`config.mk`:
```
export PLATFORM = sky130hd
export DESIGN_NAME = dvp_timing_lock
export DESIGN_NICKNAME = d
export VERILOG_FILES = /design/src/rtl/dvp_timing_lock.sv
export SDC_FILE = /design/constraint.sdc
export NUM_CORES = 1
export LEC_CHECK = 0
export BUFFER_PORTS_ARGS = -buffer_cell sky130_fd_sc_hd__buf_2
export CAP_MARGIN = 40
export CELL_PAD_IN_SITES_DETAIL_PLACEMENT = 0
export CELL_PAD_IN_SITES_GLOBAL_PLACEMENT = 1
export CORE_MARGIN = 3
export CORE_UTILIZATION = 44
export CTS_CLUSTER_DIAMETER = 40
export DETAILED_ROUTE_END_ITERATION = 12
export HOLD_SLACK_MARGIN = 0.12
export PLACE_DENSITY_LB_ADDON = 0.1
export SETUP_SLACK_MARGIN = 0.15
export SKIP_LAST_GASP = 1
export SLEW_MARGIN = 30
export SYNTH_ARGS = -nofsm -noshare
export SYNTH_HDL_FRONTEND = slang
export SYNTH_SLANG_ARGS = --single-unit
```
`constraint.sdc`:
```
create_clock -name clk -period 2.5 [get_ports clk]
set_input_delay 0.375 -clock clk [delete_from_list [all_inputs] [get_ports clk]]
set_output_delay 0.375 -clock clk [all_outputs]
set_load 0.01 [all_outputs]
```
`src/rtl/dvp_timing_lock.sv`:
```
// dvp_timing_lock
//   DVP video-timing lock monitor in the DVP pixel-clock domain. It measures
//   DE run lengths and DE runs per VSYNC-delimited frame, and runs a lock FSM:
//     SEARCH -> ACQUIRE -> LOCKED <-> HOLD.
//   Lock is declared after LOCK_FRAMES consecutive good frames. Isolated bad
//   frames are tolerated in HOLD. Lock drops after LOSS_FRAMES bad frames, or
//   when the VSYNC watchdog expires. It also drives a frame-rate LED blink.
//
//   Optional feature macro: DVP_LOCK_STATS_EN
//     defined   : line_len, line_count and err_frames carry statistics
//     undefined : those ports are tied to 0 and their capture logic is absent
//
// Ports
//   clk         in   DVP pixel clock
//   rst         in   asynchronous active-high reset
//   vsync       in   DVP VSYNC, rising edge starts a frame
//   de          in   DVP data enable
//   locked      out  high in LOCKED or HOLD
//   state       out  SEARCH=0, ACQUIRE=1, LOCKED=2, HOLD=3
//   lost        out  one-cycle pulse on LOCKED/HOLD -> SEARCH
//   frame_pulse out  one-cycle pulse per VSYNC rising edge
//   blink       out  frame-rate LED, 0 unless locked
//   line_len    out  last completed DE run length
//   line_count  out  DE runs in the last evaluated frame
//   err_frames  out  saturating count of bad frames seen while locked
module dvp_timing_lock #(
   parameter int H_ACTIVE     = 1280,
   parameter int V_ACTIVE     = 720,
   parameter int LOCK_FRAMES  = 4,
   parameter int LOSS_FRAMES  = 2,
   parameter int BLINK_FRAMES = 60,
   parameter int WDOG_CYCLES  = 2_000_000,
   parameter int HCNT_W       = 12,
   parameter int VCNT_W       = 11
) (
   input  logic              clk,
   input  logic              rst,
   input  logic              vsync,
   input  logic              de,
   output logic              locked,
   output logic [1:0]        state,
   output logic              lost,
   output logic              frame_pulse,
   output logic              blink,
   output logic [HCNT_W-1:0] line_len,
   output logic [VCNT_W-1:0] line_count,
   output logic [15:0]       err_frames
);

   typedef enum logic [1:0] {
      S_SEARCH  = 2'd0,
      S_ACQUIRE = 2'd1,
      S_LOCKED  = 2'd2,
      S_HOLD    = 2'd3
   } state_t;

   localparam int GC_W = $clog2(LOCK_FRAMES + 1);
   localparam int BC_W = $clog2(LOSS_FRAMES + 1);
   localparam int BL_W = $clog2(BLINK_FRAMES + 1);
   localparam int WD_W = $clog2(WDOG_CYCLES + 1);

   localparam logic [HCNT_W-1:0] H_TGT     = HCNT_W'(H_ACTIVE);
   localparam logic [VCNT_W-1:0] V_TGT     = VCNT_W'(V_ACTIVE);
   localparam logic [GC_W-1:0]   LOCK_LAST = GC_W'(LOCK_FRAMES - 1);
   localparam logic [BC_W-1:0]   LOSS_LAST = BC_W'(LOSS_FRAMES - 1);
   localparam logic [BL_W-1:0]   BL_LAST   = BL_W'(BLINK_FRAMES - 1);
   localparam logic [WD_W-1:0]   WD_LAST   = WD_W'(WDOG_CYCLES - 1);

   state_t            state_q;
   logic [GC_W-1:0]   good_cnt_q;
   logic [BC_W-1:0]   bad_cnt_q;
   logic              lost_q;
   logic              vsync_q, de_q;
   logic [HCNT_W-1:0] run_q;
   logic [VCNT_W-1:0] line_q, line_d;
   logic              frame_bad_q, bad_d;
   logic              seen_q;
   logic [WD_W-1:0]   wdog_q;
   logic [BL_W-1:0]   blink_cnt_q;
   logic              blink_q;
   logic              frame_pulse_q;
   logic              vs_edge, de_fall, frame_good, wd_expire;

   // A DE fall in the same cycle as a VSYNC edge belongs to the closing frame,
   // so the evaluation uses the line/bad values including this cycle's fall.
   always_comb begin
      vs_edge = vsync & ~vsync_q;
      de_fall = ~de & de_q;
      line_d  = line_q;
      bad_d   = frame_bad_q;
      if (de_fall) begin
         if (run_q != H_TGT) bad_d = 1'b1;
         if (&line_q) bad_d = 1'b1;
         else         line_d = line_q + 1'b1;
      end
      frame_good = seen_q & ~bad_d & (line_d == V_TGT);
      wd_expire  = state_q[1] & (wdog_q == WD_LAST);
   end

   always_ff @(posedge clk or posedge rst) begin
      if (rst) begin
         vsync_q       <= 1'b0;
         de_q          <= 1'b0;
         run_q         <= '0;
         line_q        <= '0;
         frame_bad_q   <= 1'b0;
         seen_q        <= 1'b0;
         wdog_q        <= '0;
         blink_cnt_q   <= '0;
         blink_q       <= 1'b0;
         frame_pulse_q <= 1'b0;
      end else begin
         vsync_q       <= vsync;
         de_q          <= de;
         frame_pulse_q <= vs_edge;
         if (de) begin
            if (!(&run_q)) run_q <= run_q + 1'b1;
         end else begin
            run_q <= '0;
         end
         if (vs_edge || wd_expire) begin
            line_q      <= '0;
            frame_bad_q <= 1'b0;
         end else begin
            line_q      <= line_d;
            frame_bad_q <= bad_d;
         end
         // A coincident edge is the first edge of the new search, so it
         // still marks VSYNC as seen; a bare expiry forgets it.
         if (vs_edge)        seen_q <= 1'b1;
         else if (wd_expire) seen_q <= 1'b0;
         if (vs_edge || wd_expire || !state_q[1]) wdog_q <= '0;
         else                                     wdog_q <= wdog_q + 1'b1;
         if (vs_edge) begin
            if (blink_cnt_q == BL_LAST) begin
               blink_cnt_q <= '0;
               blink_q     <= ~blink_q;
            end else begin
               blink_cnt_q <= blink_cnt_q + 1'b1;
            end
         end
      end
   end

   // Lock FSM: advances only on VSYNC edges, except for the watchdog.
   always_ff @(posedge clk or posedge rst) begin
      if (rst) begin
         state_q    <= S_SEARCH;
         good_cnt_q <= '0;
         bad_cnt_q  <= '0;
         lost_q     <= 1'b0;
      end else begin
         lost_q <= 1'b0;
         if (wd_expire) begin
            state_q    <= S_SEARCH;
            good_cnt_q <= '0;
            bad_cnt_q  <= '0;
            lost_q     <= 1'b1;
         end else if (vs_edge) begin
            case (state_q)
               S_SEARCH: begin
                  if (frame_good) begin
                     if (LOCK_FRAMES == 1) begin
                        state_q <= S_LOCKED;
                     end else begin
                        state_q    <= S_ACQUIRE;
                        good_cnt_q <= GC_W'(1);
                     end
                  end
               end
               S_ACQUIRE: begin
                  if (!frame_good) begin
                     state_q    <= S_SEARCH;
                     good_cnt_q <= '0;
                  end else if (good_cnt_q == LOCK_LAST) begin
                     state_q    <= S_LOCKED;
                     good_cnt_q <= '0;
                  end else begin
                     good_cnt_q <= good_cnt_q + 1'b1;
                  end
               end
               S_LOCKED: begin
                  if (!frame_good) begin
                     if (LOSS_FRAMES == 1) begin
                        state_q <= S_SEARCH;
                        lost_q  <= 1'b1;
                     end else begin
                        state_q   <= S_HOLD;
                        bad_cnt_q <= BC_W'(1);
                     end
                  end
               end
               default: begin
                  if (frame_good) begin
                     state_q   <= S_LOCKED;
                     bad_cnt_q <= '0;
                  end else if (bad_cnt_q == LOSS_LAST) begin
                     state_q   <= S_SEARCH;
                     bad_cnt_q <= '0;
                     lost_q    <= 1'b1;
                  end else begin
                     bad_cnt_q <= bad_cnt_q + 1'b1;
                  end
               end
            endcase
         end
      end
   end

   assign state       = state_q;
   assign locked      = state_q[1];
   assign lost        = lost_q;
   assign frame_pulse = frame_pulse_q;
   assign blink       = blink_q & state_q[1];

`ifdef DVP_LOCK_STATS_EN
   logic [HCNT_W-1:0] line_len_q;
   logic [VCNT_W-1:0] line_count_q;
   logic [15:0]       err_q;

   always_ff @(posedge clk or posedge rst) begin
      if (rst) begin
         line_len_q   <= '0;
         line_count_q <= '0;
         err_q        <= '0;
      end else begin
         if (de_fall) line_len_q <= run_q;
         if (vs_edge) line_count_q <= line_d;
         // Only real evaluations in LOCKED/HOLD count; an expiring watchdog
         // turns a coincident edge into a SEARCH evaluation.
         if (vs_edge && !wd_expire && state_q[1] && !frame_good && !(&err_q))
            err_q <= err_q + 1'b1;
      end
   end

   assign line_len   = line_len_q;
   assign line_count = line_count_q;
   assign err_frames = err_q;
`else
   assign line_len   = '0;
   assign line_count = '0;
   assign err_frames = '0;
`endif

endmodule
```
==> flow_summary.ini <==
[run_status]
status = complete, no violations

[clock_tree]
cts_made_buffers = 9
cts_root_buf = clkbuf_8
cts.htree.levels = 3
cts_buffer_depth = 2
insertion_delay_ns = 0.35
clkSlewWorstSetupHoldPaths_ns = 0.07
cts_tree = done
numClockSinks = 64

[yosys]
synth-xor-area-share = 0.0871
ys_seq_area_frac = 0.442
synthMuxAreaShare = 0.0142
yosysUniqueCellTypes = 54
synthSimpleGateAreaFrac = 0.268
synth.avg_cell_area_um2 = 9.35
syn_area_mm2 = 0.00362
synth_ff_type = dfrtp_1
synth_adder_area_share = 0.0207
synthCells = 387
yosysWarnings = 0
synth_edf_count = 0
synth_seq_cells = 64
async_flop_share = 1.00
synth_top_family_by_area = simple AND/OR/NAND/NOR gates
synth-compound-area-share = 0.0567

[global_routing]
grt_pass1_wl_mm = 12.1
grt_overflow_total = 0
grt_pass1_vias = 2507
grt_antenna_before_repair = 0
grtUsageTotal = 0.156
grt_max_degree = 42

[cells_and_area]
fillers = 782
seq_area_mm2 = 0.00160
multi_input_area_mm2 = 0.00181
syn2layout_area_growth_pct = 10.0
final_nets = 421
stdcell_area_mm2 = 0.00398
layout-drive-gt1-share = 0.142
diodes = 0

[sta]
max_freq_ghz = 0.424
fin_crit_sh = 0.944
tightestPinTransition_ns = 0.525
maxSlewHeadroom = 0.649
fin_skew_ns = 0.0101
rsz0062_at_grt = true
finalHoldViolCount = 0
setup_viol = 0
fin_tns_setup_ns = 0
min_period_ns = 2.36
finalMaxSlewViolations = 0

[floorplan]
core_mm2 = 0.00785
io_pins = 49
rows = 32
fp.dieW_um = 96.7
die_h_um = 96.7
die_area_mm2 = 0.00935
start_util = 0.461

[setup_path]
reg2reg_setup_slack_ns = 0.14
worstPathRequired_ns = 2.72
setup.worst_path.end_class = register
worst-path-max-fanout = 5
critPathArrivalTime_ns = 2.58
critPathKind = register to register
startpoint_type = register

[route]
drt-total-wl_mm = 6.85
first_pass_iters = 4
ant_nets = 0
routed_via_density = 4.98
num_vias = 2580
drtIter0Drc = 96
routed.top_layer = met4
wl_per_cell_um = 13.2
drc = 0
route.met2.wl_mm = 3.06
dr_wl_met3_um = 257
m1WireLength_mm = 3.42

[power_and_ir_drop]
power.total_mw = 2.25
powerDensity_mw_per_mm2 = 564
vdd_drop_max_mv = 0.369
power.leakage_nw = 1.85

[job]
maxCapViolations = 0

[place]
port-buffer-count = 9
dp_hpwl_mm = 4.65
gp_congestion = 0.800
dpl-instance-area_mm2 = 0.00369

[min_path]
hp-class = input pin to register
## layout by cell type (no fill, tap or decap), types with 2 or more instances in the layout
master | netlist | final
dfrtp_1 | 64 | 64
or3_1 | 4 | 4
buf_4 | 41 | 13
nand4b_1 | 3 | 3
and4_1 | 3 | 3
nand2_1 | 30 | 29
nor2b_1 | 2 | 2
inv_1 | 10 | 9
a21oi_1 | 9 | 8
clkinvlp_4 | 0 | 2
nor2_1 | 54 | 54
buf_2 | 3 | 10
clkbuf_8 | 0 | 9
clkinv_2 | 0 | 3
nand2b_1 | 6 | 6
nand4_1 | 12 | 12
xnor2_1 | 12 | 12
nor3_1 | 5 | 5
ha_1 | 6 | 5
buf_12 | 0 | 2
nand3b_1 | 4 | 4
nand3_1 | 18 | 18
xor2_1 | 24 | 23
mux2i_1 | 4 | 4
conb_1 | 1 | 39
o21ai_0 | 10 | 10
a31oi_1 | 4 | 4
or4_1 | 2 | 2
and3_1 | 16 | 16
nor4_1 | 2 | 2
inv_2 | 1 | 2
and4b_1 | 2 | 2
## power breakdown
group | switching (mW) | total (mW) | internal [mW]
clock | 0.407 | 0.862 | 0.455
combinational | 0.132 | 0.223 | 0.0903
sequential | 0.0642 | 1.16 | 1.10
## Yosys cell counts, types with 2 or more instances
| cell type | instances | area (um^2) |
|---|---|---|
| xnor2_1 | 12 | 105 |
| nor2_1 | 54 | 203 |
| and3_1 | 16 | 100 |
| and4b_1 | 2 | 20.0 |
| nand4_2 | 2 | 25.0 |
| buf_2 | 3 | 15.0 |
| and4_1 | 3 | 26.3 |
| buf_4 | 41 | 308 |
| nand2b_1 | 6 | 37.5 |
| o21ai_0 | 10 | 50.1 |
| a21oi_1 | 9 | 45.0 |
| nand4b_1 | 3 | 26.3 |
| dfrtp_1 | 64 | 1600 |
| inv_1 | 10 | 37.5 |
| or4_1 | 2 | 15.0 |
| a31oi_1 | 4 | 25.0 |
| mux2i_1 | 4 | 40.0 |
| xor2_1 | 24 | 210 |
| nand2_1 | 30 | 113 |
| nor2b_1 | 2 | 12.5 |
| o31ai_1 | 2 | 15.0 |
| nor4_1 | 2 | 12.5 |
| nor3_1 | 5 | 25.0 |
| ha_1 | 6 | 75.1 |
| nor4b_1 | 2 | 17.5 |
| nand3b_1 | 4 | 30.0 |
| nand3_1 | 18 | 90.1 |
| or3_1 | 4 | 25.0 |
| nand4_1 | 12 | 75.1 |
| clkbuf_1 | 7 | 26.3 |
## routing by layer
metal  vias up  global-route usage
met5         -                   0
met3        13              0.0389
met4         0              0.0551
met1      1220               0.221
met2        51               0.234
li1       1296                   -
## critical path, cell delays in order (launching register included)
cell and delay [ns]:
dfrtp_1 0.39, ha_4 0.16, nand4b_1 0.17, or4b_4 0.53
xor2_2 0.16, nand4_1 0.15, nor4_4 0.23, buf_6 0.17
nor2_1 0.04, a211o_1 0.22
## what timing repair did
action,CTS,global route
resized for setup,3,7
pin swaps,1,0
buffers inserted,4,1
hold buffers,1,0
endpoints found under the hold margin,23,0
cloned,1,0
endpoints found under the setup margin,8,28
## logic make-up after synthesis
| logic type | Yosys count |
|---|---|
| and+or+nand+nor | 178 |
| buffers and inverters | 64 |
| DFF | 64 |
| AOI/OAI and AO/OA | 33 |
| xor gates and xnor gates | 36 |
| other | 1 |
| adders and majority gates | 6 |
| muxes | 5 |
## final timing paths
path / depth (start not counted) / endpoint / startpoint
min in group asynchronous: 3 / vsync_q / rst
worst max register to register: 9 / bad_cnt_q[1] / line_q[0]
worst min-delay path: 1 / vsync_q / vsync
max in group asynchronous: 4 / run_q[1] / rst
worst max-delay path: 9 / bad_cnt_q[1] / line_q[0]
worst min register to register: 1 / blink_q / blink_q
## final cells by class
| type | instances | share of cell area |
|---|---|---|
| inverters | 12 | 0.0113 |
| repair buffers | 27 | 0.0525 |
| multi-input cells | 297 | 0.455 |
| clock buffers | 10 | 0.0320 |
| clock inverters | 6 | 0.0151 |
| flip-flops and latches | 64 | 0.402 |
| well taps | 102 | 0.0320 |
## sequential cells by signal, summed over array words and instances, names as in the netlist
| name | flops |
|---|---|
| vsync_q | 1 |
| wdog_q | 21 |
| frame_bad_q | 1 |
| state | 2 |
| blink_cnt_q | 6 |
| frame_pulse | 1 |
| bad_cnt_q | 2 |
| lost | 1 |
| run_q | 12 |
| seen_q | 1 |
| good_cnt_q | 3 |
| line_q | 11 |
| de_q | 1 |
| blink_q | 1 |
## per-stage QoR
| stage | instances | util | worst slack [ns] | hold slack [ns] |
|---|---|---|---|---|
| 3_5_place_dp | 495 | 0.470 | 0.0586 | 0.445 |
| 5_1_grt | 518 | 0.507 | -0.0192 | 0.132 |
| 3_3_place_gp | 495 | 0.470 | 0.110 | 0.445 |
| 6_report | 518 | 0.507 | 0.141 | 0.151 |
| 4_1_cts | 517 | 0.502 | 0.125 | 0.125 |
| 2_1_floorplan | 425 | - | 0.180 | 0.406 |
No activity file was read; power rests on OpenSTA's default activity.
